--- config.mk ---
export PLATFORM = sky130hd
export DESIGN_NAME = acorn_prng_gen_flat
export DESIGN_NICKNAME = d
export VERILOG_FILES = /design/src/rtl/acorn_prng_gen_if.sv /design/src/rtl/acorn_prng_gen.sv /design/src/flat_wrapper.sv
export SDC_FILE = /design/constraint.sdc
export NUM_CORES = 1
export LEC_CHECK = 0
export ABC_AREA = 1
export ABC_CLOCK_PERIOD_IN_PS = 3150
export CAP_MARGIN = 20
export CORE_AREA = 8 8 158 160
export DETAILED_ROUTE_END_ITERATION = 10
export DIE_AREA = 0 0 166 168
export GPL_ROUTABILITY_DRIVEN = 0
export PLACE_DENSITY = 0.76
export SLEW_MARGIN = 20
export SYNTH_ARGS = -nofsm -noshare
export SYNTH_HDL_FRONTEND = slang
export SYNTH_SLANG_ARGS = --single-unit
--- constraint.sdc ---
create_clock -name clk -period 3.15 [get_ports clk]
set_clock_uncertainty 0.1 [all_clocks]
set_input_delay 0.4725 -clock clk [delete_from_list [all_inputs] [get_ports clk]]
set_output_delay 0.4725 -clock clk [all_outputs]
set_load 0.01 [all_outputs]
--- src/rtl/acorn_prng_gen_if.sv ---
// acorn_prng_gen_if: seed intake, enable and output stream of the ACORN generator.
// Latency: none, wires only.
// Backpressure: out_valid/out_ready on the word stream; seed_ready is always-accept after reset.
interface acorn_prng_gen_if #(
    parameter int WIDTH = 16
) ();
    logic             seed_valid;
    logic             seed_ready;
    logic [WIDTH-1:0] seed_data;
    logic             enable;
    logic             out_valid;
    logic             out_ready;
    logic [WIDTH-1:0] out_data;
    logic             busy;

    // Environment side: offers seeds, controls enable, consumes words.
    modport master (
        output seed_valid, seed_data, enable, out_ready,
        input  seed_ready, out_valid, out_data, busy
    );

    // Generator side.
    modport slave (
        input  seed_valid, seed_data, enable, out_ready,
        output seed_ready, out_valid, out_data, busy
    );
endinterface

--- src/rtl/acorn_prng_gen.sv ---
// acorn_prng_gen: ACORN PRNG (order ORDER, modulus 2^WIDTH), one stage per cycle, one word per ORDER+1 cycles.
// Latency: first word ORDER cycles after seed accept (+WARMUP*(ORDER+1) when ACORN_WARMUP_EN is defined).
// Backpressure: word held in HOLD until out_ready; a seed load pre-empts every state. Optional macro: ACORN_WARMUP_EN.
module acorn_prng_gen #(
    parameter int WIDTH  = 16,
    parameter int ORDER  = 8,
    parameter int WARMUP = 16
) (
    input  logic               clk,
    input  logic               reset,
    acorn_prng_gen_if.slave    bus
);
    localparam int SW = $clog2(ORDER + 1);

    typedef enum logic [1:0] {IDLE, CALC, HOLD, PAUSE} state_t;

    if (WIDTH < 4 || ORDER < 2 || ORDER > 32 || WARMUP < 0) begin : g_bad_cfg
        $error("acorn_prng_gen: unsupported WIDTH/ORDER/WARMUP");
    end

    state_t           state_q;
    logic [WIDTH-1:0] seed_q;
    logic [WIDTH-1:0] y_q [1:ORDER];
    logic [WIDTH-1:0] sum [1:ORDER];
    logic [SW-1:0]    stage_q;
    logic             out_valid_q;
    logic [WIDTH-1:0] out_data_q;
    logic             busy_q;
    logic             seed_ready_q;
    logic             warm_done;

    // Stage k adds the already-updated lower stage (the seed for stage 1).
    for (genvar k = 1; k <= ORDER; k++) begin : g_stage
        if (k == 1) begin : g_first
            assign sum[k] = y_q[k] + seed_q;
        end else begin : g_rest
            assign sum[k] = y_q[k] + y_q[k-1];
        end
    end

`ifdef ACORN_WARMUP_EN
    localparam int WW = (WARMUP < 1) ? 1 : $clog2(WARMUP + 1);
    logic [WW-1:0] warm_q;
    assign warm_done = (int'(warm_q) >= WARMUP);

    // Count discarded iterations since the last seed load.
    always_ff @(posedge clk or negedge reset) begin
        if (!reset) begin
            warm_q <= '0;
        end else if (bus.seed_valid) begin
            warm_q <= '0;
        end else if (state_q == CALC && stage_q == SW'(ORDER) && !warm_done) begin
            warm_q <= warm_q + WW'(1);
        end
    end
`else
    assign warm_done = 1'b1;
`endif

    // Main FSM: seed load, per-stage accumulation, output hold and pause.
    always_ff @(posedge clk or negedge reset) begin
        if (!reset) begin
            state_q      <= IDLE;
            seed_q       <= '0;
            stage_q      <= '0;
            out_valid_q  <= 1'b0;
            out_data_q   <= '0;
            busy_q       <= 1'b0;
            seed_ready_q <= 1'b0;
            for (int k = 1; k <= ORDER; k++) y_q[k] <= '0;
        end else begin
            seed_ready_q <= 1'b1;
            if (bus.seed_valid) begin
                // Forcing the LSB keeps the seed coprime to 2^WIDTH.
                seed_q      <= {bus.seed_data[WIDTH-1:1], 1'b1};
                for (int k = 1; k <= ORDER; k++) y_q[k] <= '0;
                stage_q     <= SW'(1);
                out_valid_q <= 1'b0;
                busy_q      <= 1'b1;
                state_q     <= CALC;
            end else begin
                case (state_q)
                    IDLE: ;
                    CALC: begin
                        for (int k = 1; k <= ORDER; k++) begin
                            if (stage_q == SW'(k)) y_q[k] <= sum[k];
                        end
                        if (stage_q == SW'(ORDER)) begin
                            if (warm_done) begin
                                out_data_q  <= sum[ORDER];
                                out_valid_q <= 1'b1;
                                busy_q      <= 1'b0;
                                state_q     <= HOLD;
                            end else begin
                                // Stage 0 is an idle slot standing in for the handshake
                                // cycle, so discarded iterations keep the visible cadence.
                                stage_q <= '0;
                            end
                        end else begin
                            stage_q <= stage_q + SW'(1);
                        end
                    end
                    HOLD: begin
                        if (bus.out_ready) begin
                            out_valid_q <= 1'b0;
                            stage_q     <= SW'(1);
                            busy_q      <= bus.enable;
                            state_q     <= bus.enable ? CALC : PAUSE;
                        end
                    end
                    PAUSE: begin
                        if (bus.enable) begin
                            busy_q  <= 1'b1;
                            state_q <= CALC;
                        end
                    end
                    default: state_q <= IDLE;
                endcase
            end
        end
    end

    assign bus.seed_ready = seed_ready_q;
    assign bus.out_valid  = out_valid_q;
    assign bus.out_data   = out_data_q;
    assign bus.busy       = busy_q;
endmodule

--- src/flat_wrapper.sv ---
// flat-port wrapper written by rule: the top's interface ports become plain ports
module acorn_prng_gen_flat 
#(
    parameter int WIDTH  = 16,
    parameter int ORDER  = 8,
    parameter int WARMUP = 16
)
  (clk, reset, bus_seed_valid, bus_seed_data, bus_enable, bus_out_ready, bus_seed_ready, bus_out_valid, bus_out_data, bus_busy);
  acorn_prng_gen_if #(.WIDTH(WIDTH)) bus_i ();
  input  logic clk;
  input  logic reset;
  input wire logic [$bits(bus_i.seed_valid)-1:0] bus_seed_valid;
  input wire logic [$bits(bus_i.seed_data)-1:0] bus_seed_data;
  input wire logic [$bits(bus_i.enable)-1:0] bus_enable;
  input wire logic [$bits(bus_i.out_ready)-1:0] bus_out_ready;
  output wire logic [$bits(bus_i.seed_ready)-1:0] bus_seed_ready;
  output wire logic [$bits(bus_i.out_valid)-1:0] bus_out_valid;
  output wire logic [$bits(bus_i.out_data)-1:0] bus_out_data;
  output wire logic [$bits(bus_i.busy)-1:0] bus_busy;
  assign bus_i.seed_valid = bus_seed_valid;
  assign bus_i.seed_data = bus_seed_data;
  assign bus_i.enable = bus_enable;
  assign bus_i.out_ready = bus_out_ready;
  assign bus_seed_ready = bus_i.seed_ready;
  assign bus_out_valid = bus_i.out_valid;
  assign bus_out_data = bus_i.out_data;
  assign bus_busy = bus_i.busy;
  acorn_prng_gen #(.WIDTH(WIDTH), .ORDER(ORDER), .WARMUP(WARMUP)) u_core (.clk(clk), .reset(reset), .bus(bus_i));
endmodule
==> results.txt, run 1 <==
CTS tree: done
number of setup buffers added after CTS: 0
Site Rows: 55
M1 WL: 14400 µm
reg-to-reg slack, setup: 1090 ps
crit path max fanout: 4
Warnings, synthesis: 0
final setup margin: 1090 ps
relative slew slack: 48.6%
die height: 168 µm
clk root buf: clkbuf_16
total negative slack: 0 ps
Total GRT Usage: 23.5%
Crit path top cell by count: nand2_1
hold_sp: u_core.bus.busy
startpoint type of the worst setup path: flop
Layout area overhead: 9.06%
Post-Syn Area: 0.0137 mm²
met3 routed WL: 819 µm
max-cap viol count: 0
Seq/Total Area, Yosys: 31.0%
Fillers: 2015
status: finished clean
routed wl met2: 15800 µm
Max rail drop VDD: 0.352 mV
DP HPWL: 25000 µm
crit path DAT: 2280 ps
Post-Place Cells: 2419
Clk pwr share: 33.8%
die area: 0.0279 mm²
Initial Util: 61.1%
Reg2Reg Depth: 10
sw frac: 35.6%
grt total ovfl: 0
# IOs: 40
antenna viol nets, final: 0
net switching power: 2.16 mW
# setup viols final: 0
Worst Path Required: 3370 ps
reg2reg end: u_core.y_q[14]
Seq pwr share: 41.2%
Worst Tran Pin Value: 771 ps
FF+latch count, synth: 169
Clock Sinks: 169
largest net degree at the start of global routing: 57
unrepaired setup endpoints after global routing: no
DR vias: 12.7k
crit path capture type: flop
final WL: 32000 µm
Crit-path slowest cell: dfrtp_1
crit-path cells: ha_1 > fa_1 > nand2_1 > nand2_1 > nand3b_1 > nand2_1 > nand2_1 > nand3_1 > nand3_1 > nand2_1
CP startpoint: u_core.y_q[16]
Via-to-Cell Ratio: 5.18
first-pass GRT wire length: 55800 µm
P_leak: 9.36 nW
fmax: 486 MHz
Core Box Area: 0.0224 mm²
Final period util: 65.3%
Mean Syn Cell Area: 6.47 µm²
die width: 166 µm
nets: 2307
Clock Latency Late Sink: 440 ps
DRT iter0 DRCs: 820
CP Buf/Inv Count: 0
Cells after Synth: 2112
Cell Pwr Density: 408 mW/mm²
Syn Nets: 2265
CTS Buf Count: 17
share of cells above drive strength 1: 4.38%
uppermost routed layer: met4
ant diodes: 0
vias in the first global route: 12.3k
internal power: 3.92 mW
CP Class: reg -> reg
worst reg2reg startpoint: u_core.y_q[16]
Layout Utilization: 66.6%
DR DRC count: 0
initial antenna violation count: 0
pre-CTS setup slack: 975 ps
register clock-pin slew on the reported worst setup and hold paths: 70 ps
slowest stage delay, CP: 410 ps
Final Power: 6.08 mW
Hold Path Class: reg -> reg
final-report hold violation count: 0
drt wl/cell: 13.0 µm
Port Buffer Count: 38
drt pass-1 iters: 5
worst-case clock buffer depth: 2
H-tree depth: 4
fin cells: 2452
Pins Over Slew Limit: 0
Distinct cells, synth: 34
critical path depth: 10
Setup crit end: u_core.y_q[14]
Top Family by Delay on Critical Path: simple AND/OR/NAND/NOR gates
fin crit period: 2060 ps
combinational share of power: 24.9%
[how the worst min path moves through the flow]
| stage | to | slack [ps] | cells past startpoint |
|---|---|---|---|
| 2_1_floorplan | u_core.bus.busy | 80 | 0 |
| 3_3_place_gp | u_core.seed_q[0] | 360 | 1 |
| 3_5_place_dp | u_core.seed_q[0] | 370 | 1 |
| 4_1_cts | u_core.bus.busy | 380 | 2 |
| 5_1_grt | u_core.seed_q[0] | 400 | 1 |
| 6_report | u_core.bus.busy | 380 | 2 |
[stage by stage]
stage | cell area (µm²) | hold WS, ps
floorplan | 13700 | 76.9
global placement | 14300 | 357
detailed placement | 14300 | 365
CTS | 14900 | 384
global route | 14900 | 397
finish | 14900 | 382
[cells by family after synthesis]
family          count (synthesis)  synth area share [%]
flops                         169                  31.0
buf+inv                       354                  10.2
simple gates                 1291                  39.3
fa+ha+maj                     132                  12.5
xor+xnor                       22                  1.41
other cells                     1                0.0275
compound gates                143                  5.57
[what timing repair did]
action                                 4_1_cts  5_1_grt
endpoints found under the hold margin       53        0
hold buffers                                 1        0
gates resized for setup                      0        0
[synthesized netlist by cell type (all sizes together)]
| cell | n | area, µm² |
|---|---|---|
| ha | 124 | 1550 |
| buf | 22 | 146 |
| nand3 | 164 | 821 |
| nor3 | 25 | 125 |
| o21a | 1 | 7.51 |
| o21ai | 43 | 219 |
| o22ai | 5 | 31.3 |
| a21oi | 86 | 434 |
| nor2 | 104 | 482 |
| nand3b | 18 | 135 |
| nand4 | 15 | 93.8 |
| fa | 8 | 160 |
| nand2 | 933 | 3510 |
| xor2 | 21 | 184 |
| or2 | 24 | 150 |
| o31ai | 1 | 7.51 |
| and2 | 8 | 50.1 |
| conb | 1 | 3.75 |
| xnor2 | 1 | 8.76 |
| inv | 332 | 1250 |
| dfrtp | 169 | 4230 |
| a22o | 7 | 61.3 |
[worst register-to-register path, cell delays in order, from the launching register on]
cell and delay [ps]:
dfrtp_1 410, ha_1 240, fa_1 400, nand2_1 110
nand2_1 80, nand3b_1 90, nand2_1 130, nand2_1 130
nand3_1 90, nand3_1 110, nand2_1 50
[flip-flops by register name, summed over array words and instances, names as in the netlist]
signal / flops
u_core.y_q: 128
u_core.bus.busy: 1
u_core.stage_q: 4
u_core.bus.out_valid: 1
u_core.bus.seed_ready: 1
u_core.state_q: 2
u_core.seed_q: 16
u_core.bus.out_data: 16
[layer usage]
| layer | up-vias | global-route usage, % |
|---|---|---|
| li1 | 6664 | - |
| met1 | 5767 | 28.0 |
| met2 | 195 | 42.8 |
| met3 | 68 | 2.81 |
| met4 | 0 | 8.85 |
| met5 | - | 0 |
[power by group through the flow]
stage | logic (mW) | clock network (mW) | registers [mW]
after floorplan | 1.17 | 0 | 2.47
after detailed placement | 1.51 | 0 | 2.55
after CTS | 1.52 | 2.10 | 2.51
final | 1.52 | 2.06 | 2.51
after global routing | 1.74 | 2.18 | 2.52
after global placement | 1.46 | 0 | 2.54
[area by class of cell]
cell class / count / area (µm²) / share of cell area, %
multi-input combinational: 1589 / 8040 / 53.9
inverter: 332 / 1250 / 8.38
tap: 285 / 357 / 2.39
clock buffer: 18 / 439 / 2.95
timing repair buffer: 45 / 457 / 3.07
clock inverter: 14 / 131 / 0.882
sequential: 169 / 4230 / 28.4
[placed cells by master (no fill, tap or decap), drive strengths merged]
cell	n
o31ai	1
clkinvlp	3
o21a	1
a22o	7
or2	24
a21oi	86
ha	124
and2	8
clkinv	4
buf	8
xnor2	1
nand4	15
nand2	933
o21ai	43
dfrtp	169
nand3b	18
clkbuf	18
nor3	25
xor2	21
conb	1
o22ai	5
nor2	104
dlygate4sd3	1
clkdlybuf4s50	36
inv	339
nand3	164
fa	8
Note: power is estimated with default switching activity, not from simulation.
==> run 2, diff against run 1 <==
--- a/config.mk
+++ b/config.mk
@@ -6,7 +6,7 @@
 export NUM_CORES = 1
 export LEC_CHECK = 0
 export ABC_AREA = 1
-export ABC_CLOCK_PERIOD_IN_PS = 3150
+export ABC_CLOCK_PERIOD_IN_PS = 2100
 export CAP_MARGIN = 20
 export CORE_AREA = 8 8 158 160
 export DETAILED_ROUTE_END_ITERATION = 10
==> constraint.sdc (replaced) <==
create_clock -name clk -period 2.1 [get_ports clk]
set_clock_uncertainty 0.1 [all_clocks]
set_input_delay 0.315 -clock clk [delete_from_list [all_inputs] [get_ports clk]]
set_output_delay 0.315 -clock clk [all_outputs]
set_load 0.01 [all_outputs]
==> run 2 against run 1 <==
First-iteration DRC count is 18% lower. Sequential power is 49% higher. Worst hold slack worse by 210 ps. Worst setup slack worse by 940 ps. Combinational power is 55% higher. Core utilization is 0.79 points higher. Total power is 54% higher. Sequential share of layout area is 0.33 points lower. Count of clock-buffer cells in the layout stayed put. Sequential cell count stayed put.
==> results.txt, run 2 (synthesis results as in run 1) <==
Via-to-Cell Ratio: 5.19 (was 5.18)
die area: 0.0279 mm² (unchanged)
Core Box Area: 0.0224 mm² (unchanged)
Clock Latency Late Sink: 440 ps (about the same)
DP HPWL: 25200 µm (was 25000 µm)
Layout area overhead: 10.4% (was 9.06%)
max FFs per register: 128 (unchanged)
final WL: 32100 µm (was 32000 µm)
Port Buffer Count: 38 (unchanged)
startpoint type of the worst setup path: flop (unchanged)
Clock Sinks: 169 (unchanged)
final-report hold violation count: 0 (unchanged)
Total GRT Usage: 23.5% (about the same)
max-cap viol count: 0 (unchanged)
Max rail drop VDD: 0.654 mV (was 0.352 mV)
first-pass GRT wire length: 55500 µm (was 55800 µm)
Pins Over Slew Limit: 0 (unchanged)
status: finished clean (unchanged)
Worst Tran Pin Value: 518 ps (was 771 ps)
Post-Place Cells: 2433 (was 2419)
Initial Util: 61.1% (unchanged)
clk root buf: clkbuf_16 (unchanged)
crit path DAT: 2180 ps (was 2280 ps)
CTS Buf Count: 17 (unchanged)
commonest cells after routing, fill and taps aside: 927 x nand2_1, 323 x inv_1, 169 x dfrtp_1, 161 x nand3_1, 123 x ha_1 (was 930 x nand2_1, 323 x inv_1, 169 x dfrtp_1, 164 x nand3_1, 124 x ha_1)
die width: 166 µm (unchanged)
area occupied by multi-input gates: 0.00806 mm² (was 0.00804 mm²)
ant diodes: 0 (unchanged)
drt pass-1 iters: 5 (unchanged)
DR vias: 12.8k (was 12.7k)
Final period util: 92.8% (was 65.3%)
DRT iter0 DRCs: 674 (was 820)
crit-path cells: ha_1 > fa_1 > nand2_2 > nand2_1 > and2_1 > nand3_1 > nand4_1 > nand3_1 > nand2_1 (was ha_1 > fa_1 > nand2_1 > nand2_1 > nand3b_1 > nand2_1 > nand2_1 > nand3_1 > nand3_1 > nand2_1)
total negative slack: 0 ps (unchanged)
largest reg by FF count: u_core.y_q (unchanged)
pre-CTS setup slack: 121 ps (was 975 ps)
Top Family by Delay on Critical Path: simple AND/OR/NAND/NOR gates (unchanged)
CP Buf/Inv Count: 0 (unchanged)
largest net degree at the start of global routing: 46 (was 57)
# IOs: 40 (unchanged)
M3 GR Usage: 3.04% (was 2.81%)
DR DRC count: 0 (unchanged)
vias in the first global route: 12.4k (was 12.3k)
Worst Path Required: 2340 ps (was 3370 ps)
CP Class: reg -> reg (unchanged)
fin crit period: 1950 ps (was 2060 ps)
M1 GR Usage: 27.1% (was 28.0%)
worst-case clock buffer depth: 2 (unchanged)
busiest grt layer: met2 (unchanged)
register clock-pin slew on the reported worst setup and hold paths: 80 ps (was 70 ps)
crit path capture type: flop (unchanged)
slowest stage delay, CP: 400 ps (was 410 ps)
met2 usage in global routing: 43.9% (was 42.8%)
Crit-path slowest cell: fa_1 (was dfrtp_1)
Layout Utilization: 67.4% (was 66.6%)
Hold WS: 173 ps (was 382 ps)
share of cells above drive strength 1: 5.36% (was 4.38%)
CTS tree: done (unchanged)
grt total ovfl: 0 (unchanged)
Cell Pwr Density: 622 mW/mm² (was 408 mW/mm²)
fin cells: 2466 (was 2452)
antenna viol nets, final: 0 (unchanged)
crit path max fanout: 3 (was 4)
H-tree depth: 4 (unchanged)
final setup margin: 151 ps (was 1090 ps)
die height: 168 µm (unchanged)
# setup viols final: 0 (unchanged)
commonest non-fill, non-tap cell in the layout: nand2_1 (unchanged)
drt wl/cell: 13.0 µm (about the same)
initial antenna violation count: 0 (unchanged)
FF+latch area: 0.00423 mm² (unchanged)
P_leak: 9.47 nW (was 9.36 nW)
Hold Path Class: in -> reg (was reg -> reg)
Fillers: 2015 (unchanged)
fmax: 513 MHz (was 486 MHz)
Site Rows: 55 (unchanged)
relative slew slack: 65.4% (was 48.6%)
nets: 2322 (was 2307)
run 2: area by class of cell:
| cell class | count | share of cell area, % |
|---|---|---|
| Clock buffer | 18 | 2.91 |
| Clock inverter | 13 | 1.12 |
| Inverter | 332 | 8.28 |
| Multi-Input combinational cell | 1589 | 53.5 |
| Sequential cell | 169 | 28.1 |
| Tap cell | 285 | 2.37 |
| Timing Repair Buffer | 60 | 3.78 |
run 2: final timing paths:
kind,startpoint,to,slack (ps),depth (start not counted)
worst max-delay path,u_core.y_q[0],u_core.y_q[12],150,9
worst min-delay path,bus_seed_valid,u_core.seed_q[1],170,2
worst max register to register,u_core.y_q[0],u_core.y_q[12],150,9
worst min register to register,u_core.bus.busy,u_core.bus.busy,370,2
max in group asynchronous,reset,u_core.y_q[54],980,3
min in group asynchronous,reset,u_core.bus.out_data[10],250,2
run 2: layer usage:
layer | vias to the layer above | wire length [µm]
li1 | 6694 | -
met1 | 5811 | 14000
met2 | 234 | 16300
met3 | 71 | 966
met4 | 0 | 860
met5 | - | 0
run 2: through the flow:
stage                     area, µm²  power (mW)
after floorplan               13700        5.46
after global placement        14400        6.06
after detailed placement      14400        6.14
after CTS                     15000        9.43
after global routing          15100        9.93
final                         15100        9.38
run 2: power by group:
group	internal, mW	switching (mW)
combinational	0.848	1.50
clock	1.91	1.38
sequential	3.47	0.274
run 2: what timing repair did:
item	4_1_cts	5_1_grt
hold buffers	1	0
setup buffers	0	1
hold endpoints to repair	36	0
setup endpoints to repair	0	15
gates resized for setup	0	8
==> run 3, diff against run 2 <==
--- a/config.mk
+++ b/config.mk
@@ -12,7 +12,7 @@
 export DETAILED_ROUTE_END_ITERATION = 10
 export DIE_AREA = 0 0 166 168
 export GPL_ROUTABILITY_DRIVEN = 0
-export PLACE_DENSITY = 0.76
+export PLACE_DENSITY = 0.79
 export SLEW_MARGIN = 20
 export SYNTH_ARGS = -nofsm -noshare
 export SYNTH_HDL_FRONTEND = slang
==> run 3 against run 2 <==
Sequential power about the same. Worst setup slack worse by 33 ps. Die area unchanged. Non-clock buffer count unchanged. Core utilization down 0.056 points. Combinational power about the same. Register-to-register slack worse by 30 ps. Global-route usage down 0.18 points. Wire length down 0.84%. Total power down 2.4%. Count of clock-buffer cells in the layout up 2. Highest routed layer unchanged.
==> results.txt, run 3 (synthesis results as in run 1) <==
status: finished clean (unchanged)
fmax: 504 MHz (was 513 MHz)
Reg2Reg Depth: 9 (unchanged)
final-report hold violation count: 0 (unchanged)
nets: 2322 (unchanged)
vias in the first global route: 12.5k (was 12.4k)
commonest cells after routing, fill and taps aside: 926 x nand2_1, 323 x inv_1, 169 x dfrtp_1, 159 x nand3_1, 123 x ha_1 (was 927 x nand2_1, 323 x inv_1, 169 x dfrtp_1, 161 x nand3_1, 123 x ha_1)
P_leak: 9.48 nW (was 9.47 nW)
# setup viols final: 0 (unchanged)
share of cells above drive strength 1: 5.32% (was 5.36%)
worst reg2reg startpoint: u_core.y_q[0] (unchanged)
DRT iter0 DRCs: 844 (was 674)
Layout area overhead: 10.3% (was 10.4%)
slowest stage delay, CP: 390 ps (was 400 ps)
crit path max fanout: 3 (unchanged)
CTS tree: done (unchanged)
die width: 166 µm (unchanged)
Worst Path Required: 2310 ps (was 2340 ps)
Clock Latency Late Sink: 430 ps (was 440 ps)
FF+latch area: 0.00423 mm² (unchanged)
Hold Path Class: in -> reg (unchanged)
Initial Util: 61.1% (unchanged)
# IOs: 40 (unchanged)
reg2reg end: u_core.y_q[12] (unchanged)
area occupied by multi-input gates: 0.00808 mm² (was 0.00806 mm²)
fin crit period: 1980 ps (was 1950 ps)
crit path capture type: flop (unchanged)
clk root buf: clkbuf_16 (unchanged)
H-tree depth: 4 (unchanged)
crit-path cells: ha_1 > fa_1 > nand2_1 > nand2_1 > and2_1 > nand3_1 > nand4_1 > nand3_1 > nand2_1 (was ha_1 > fa_1 > nand2_2 > nand2_1 > and2_1 > nand3_1 > nand4_1 > nand3_1 > nand2_1)
hold endpoint: u_core.seed_q[12] (was u_core.seed_q[1])
total negative slack: 0 ps (unchanged)
drt wl/cell: 12.9 µm (was 13.0 µm)
register clock-pin slew on the reported worst setup and hold paths: 70 ps (was 80 ps)
Area after DPL: 0.0144 mm² (about the same)
Crit path top cell by count: nand2_1
max-cap viol count: 0 (unchanged)
Clock Sinks: 169 (unchanged)
Worst Tran Pin Value: 544 ps (was 518 ps)
startpoint type of the worst setup path: flop (unchanged)
Layout Utilization: 67.3% (was 67.4%)
commonest non-fill, non-tap cell in the layout: nand2_1 (unchanged)
Cell Pwr Density: 608 mW/mm² (was 622 mW/mm²)
Fillers: 1945 (was 2015)
worst-case clock buffer depth: 2 (unchanged)
first-pass GRT wire length: 55400 µm (was 55500 µm)
Core Box Area: 0.0224 mm² (unchanged)
hold-critical path depth: 4 (was 2)
crit path DAT: 2190 ps (was 2180 ps)
die area: 0.0279 mm² (unchanged)
Pins Over Slew Limit: 0 (unchanged)
grt total ovfl: 0 (unchanged)
CP Class: reg -> reg (unchanged)
Max rail drop VDD: 0.530 mV (was 0.654 mV)
largest net degree at the start of global routing: 49 (was 46)
max FFs per register: 128 (unchanged)
DP HPWL: 24900 µm (was 25200 µm)
Final period util: 94.4% (was 92.8%)
Design Area, Final: 0.0151 mm² (about the same)
DR DRC count: 0 (unchanged)
CP Buf/Inv Count: 0 (unchanged)
DR vias: 12.8k (about the same)
CTS Buf Count: 17 (unchanged)
initial antenna violation count: 0 (unchanged)
Total GRT Usage: 23.3% (was 23.5%)
Via-to-Cell Ratio: 5.21 (was 5.19)
hold_sp: bus_seed_valid (unchanged)
relative slew slack: 63.7% (was 65.4%)
drt pass-1 iters: 5 (unchanged)
Crit-path slowest cell: fa_1 (unchanged)
antenna viol nets, final: 0 (unchanged)
die height: 168 µm (unchanged)
Top Family by Delay on Critical Path: simple AND/OR/NAND/NOR gates (unchanged)
ant diodes: 0 (unchanged)
reg-to-reg slack, setup: 120 ps (was 150 ps)
largest reg by FF count: u_core.y_q (unchanged)
Site Rows: 55 (unchanged)
final WL: 31800 µm (was 32100 µm)
Port Buffer Count: 38 (unchanged)
## run 3: cell types whose count changed in the layout (fill, tap and decap cells not counted), moves of 2 or more
cell and delta:
clkbuf_1 +3, buf_12 +2, clkinvlp_4 -3, nand3_1 -2, nand3_2 +2, buf_4 -2
## run 3: layout make-up
| class | instances | share of cell area (%) |
|---|---|---|
| Multi-Input combinational cell | 1589 | 53.6 |
| Sequential cell | 169 | 28.1 |
| Inverter | 332 | 8.29 |
| Timing Repair Buffer | 60 | 3.95 |
| Clock buffer | 20 | 2.90 |
| Tap cell | 285 | 2.37 |
| Clock inverter | 10 | 0.806 |
## run 3: how the worst max path moves through the flow
stage                   start                      to  slack (ps)  depth (start not counted)
2_1_floorplan  u_core.y_q[16]  u_core.bus.out_data[8]         290                         10
3_3_place_gp   u_core.y_q[16]  u_core.bus.out_data[8]         160                         10
3_5_place_dp   u_core.y_q[48]          u_core.y_q[60]         110                         11
4_1_cts        u_core.y_q[64]          u_core.y_q[60]          90                         11
5_1_grt        u_core.y_q[96]          u_core.y_q[94]          -6                         11
6_report        u_core.y_q[0]          u_core.y_q[12]         120                          9
## run 3: power by group
part | total, mW | internal [mW] | switching, mW
combinational | 2.34 | 0.850 | 1.49
clock | 3.05 | 1.75 | 1.30
sequential | 3.76 | 3.47 | 0.288
total | 9.16 | 6.07 | 3.08
## run 3: worst reg2reg max path: cells and delay by family, from the launching register on
family / cells / cell delay (ps)
AND/OR/NAND/NOR: 7 / 750
adder cells (fa/ha/maj): 2 / 630
flip-flops: 1 / 380
## run 3: routing by layer
metal / track usage (%) / wire length [µm]
met3: 2.71 / 797
met1: 27.5 / 14200
met2: 43.3 / 16100
met4: 7.75 / 713
met5: 0 / 0
## run 3: metrics by stage
stage	hold WS (ps)	setup WS [ps]	power (mW)	std cells
final	262	117	9.16	2465
after global placement	192	158	6.06	2432
after detailed placement	194	107	6.14	2432
after global routing	270	-5.82	9.71	2465
after CTS	252	87.6	9.21	2463
after floorplan	-80.6	288	5.46	2112
## run 3: what timing repair did
action | in CTS | in global routing
hold buffers | 1 | 0
hold endpoints to repair | 43 | 0
resized for setup | 0 | 11
setup buffers | 0 | 2
endpoints found under the setup margin | 0 | 14
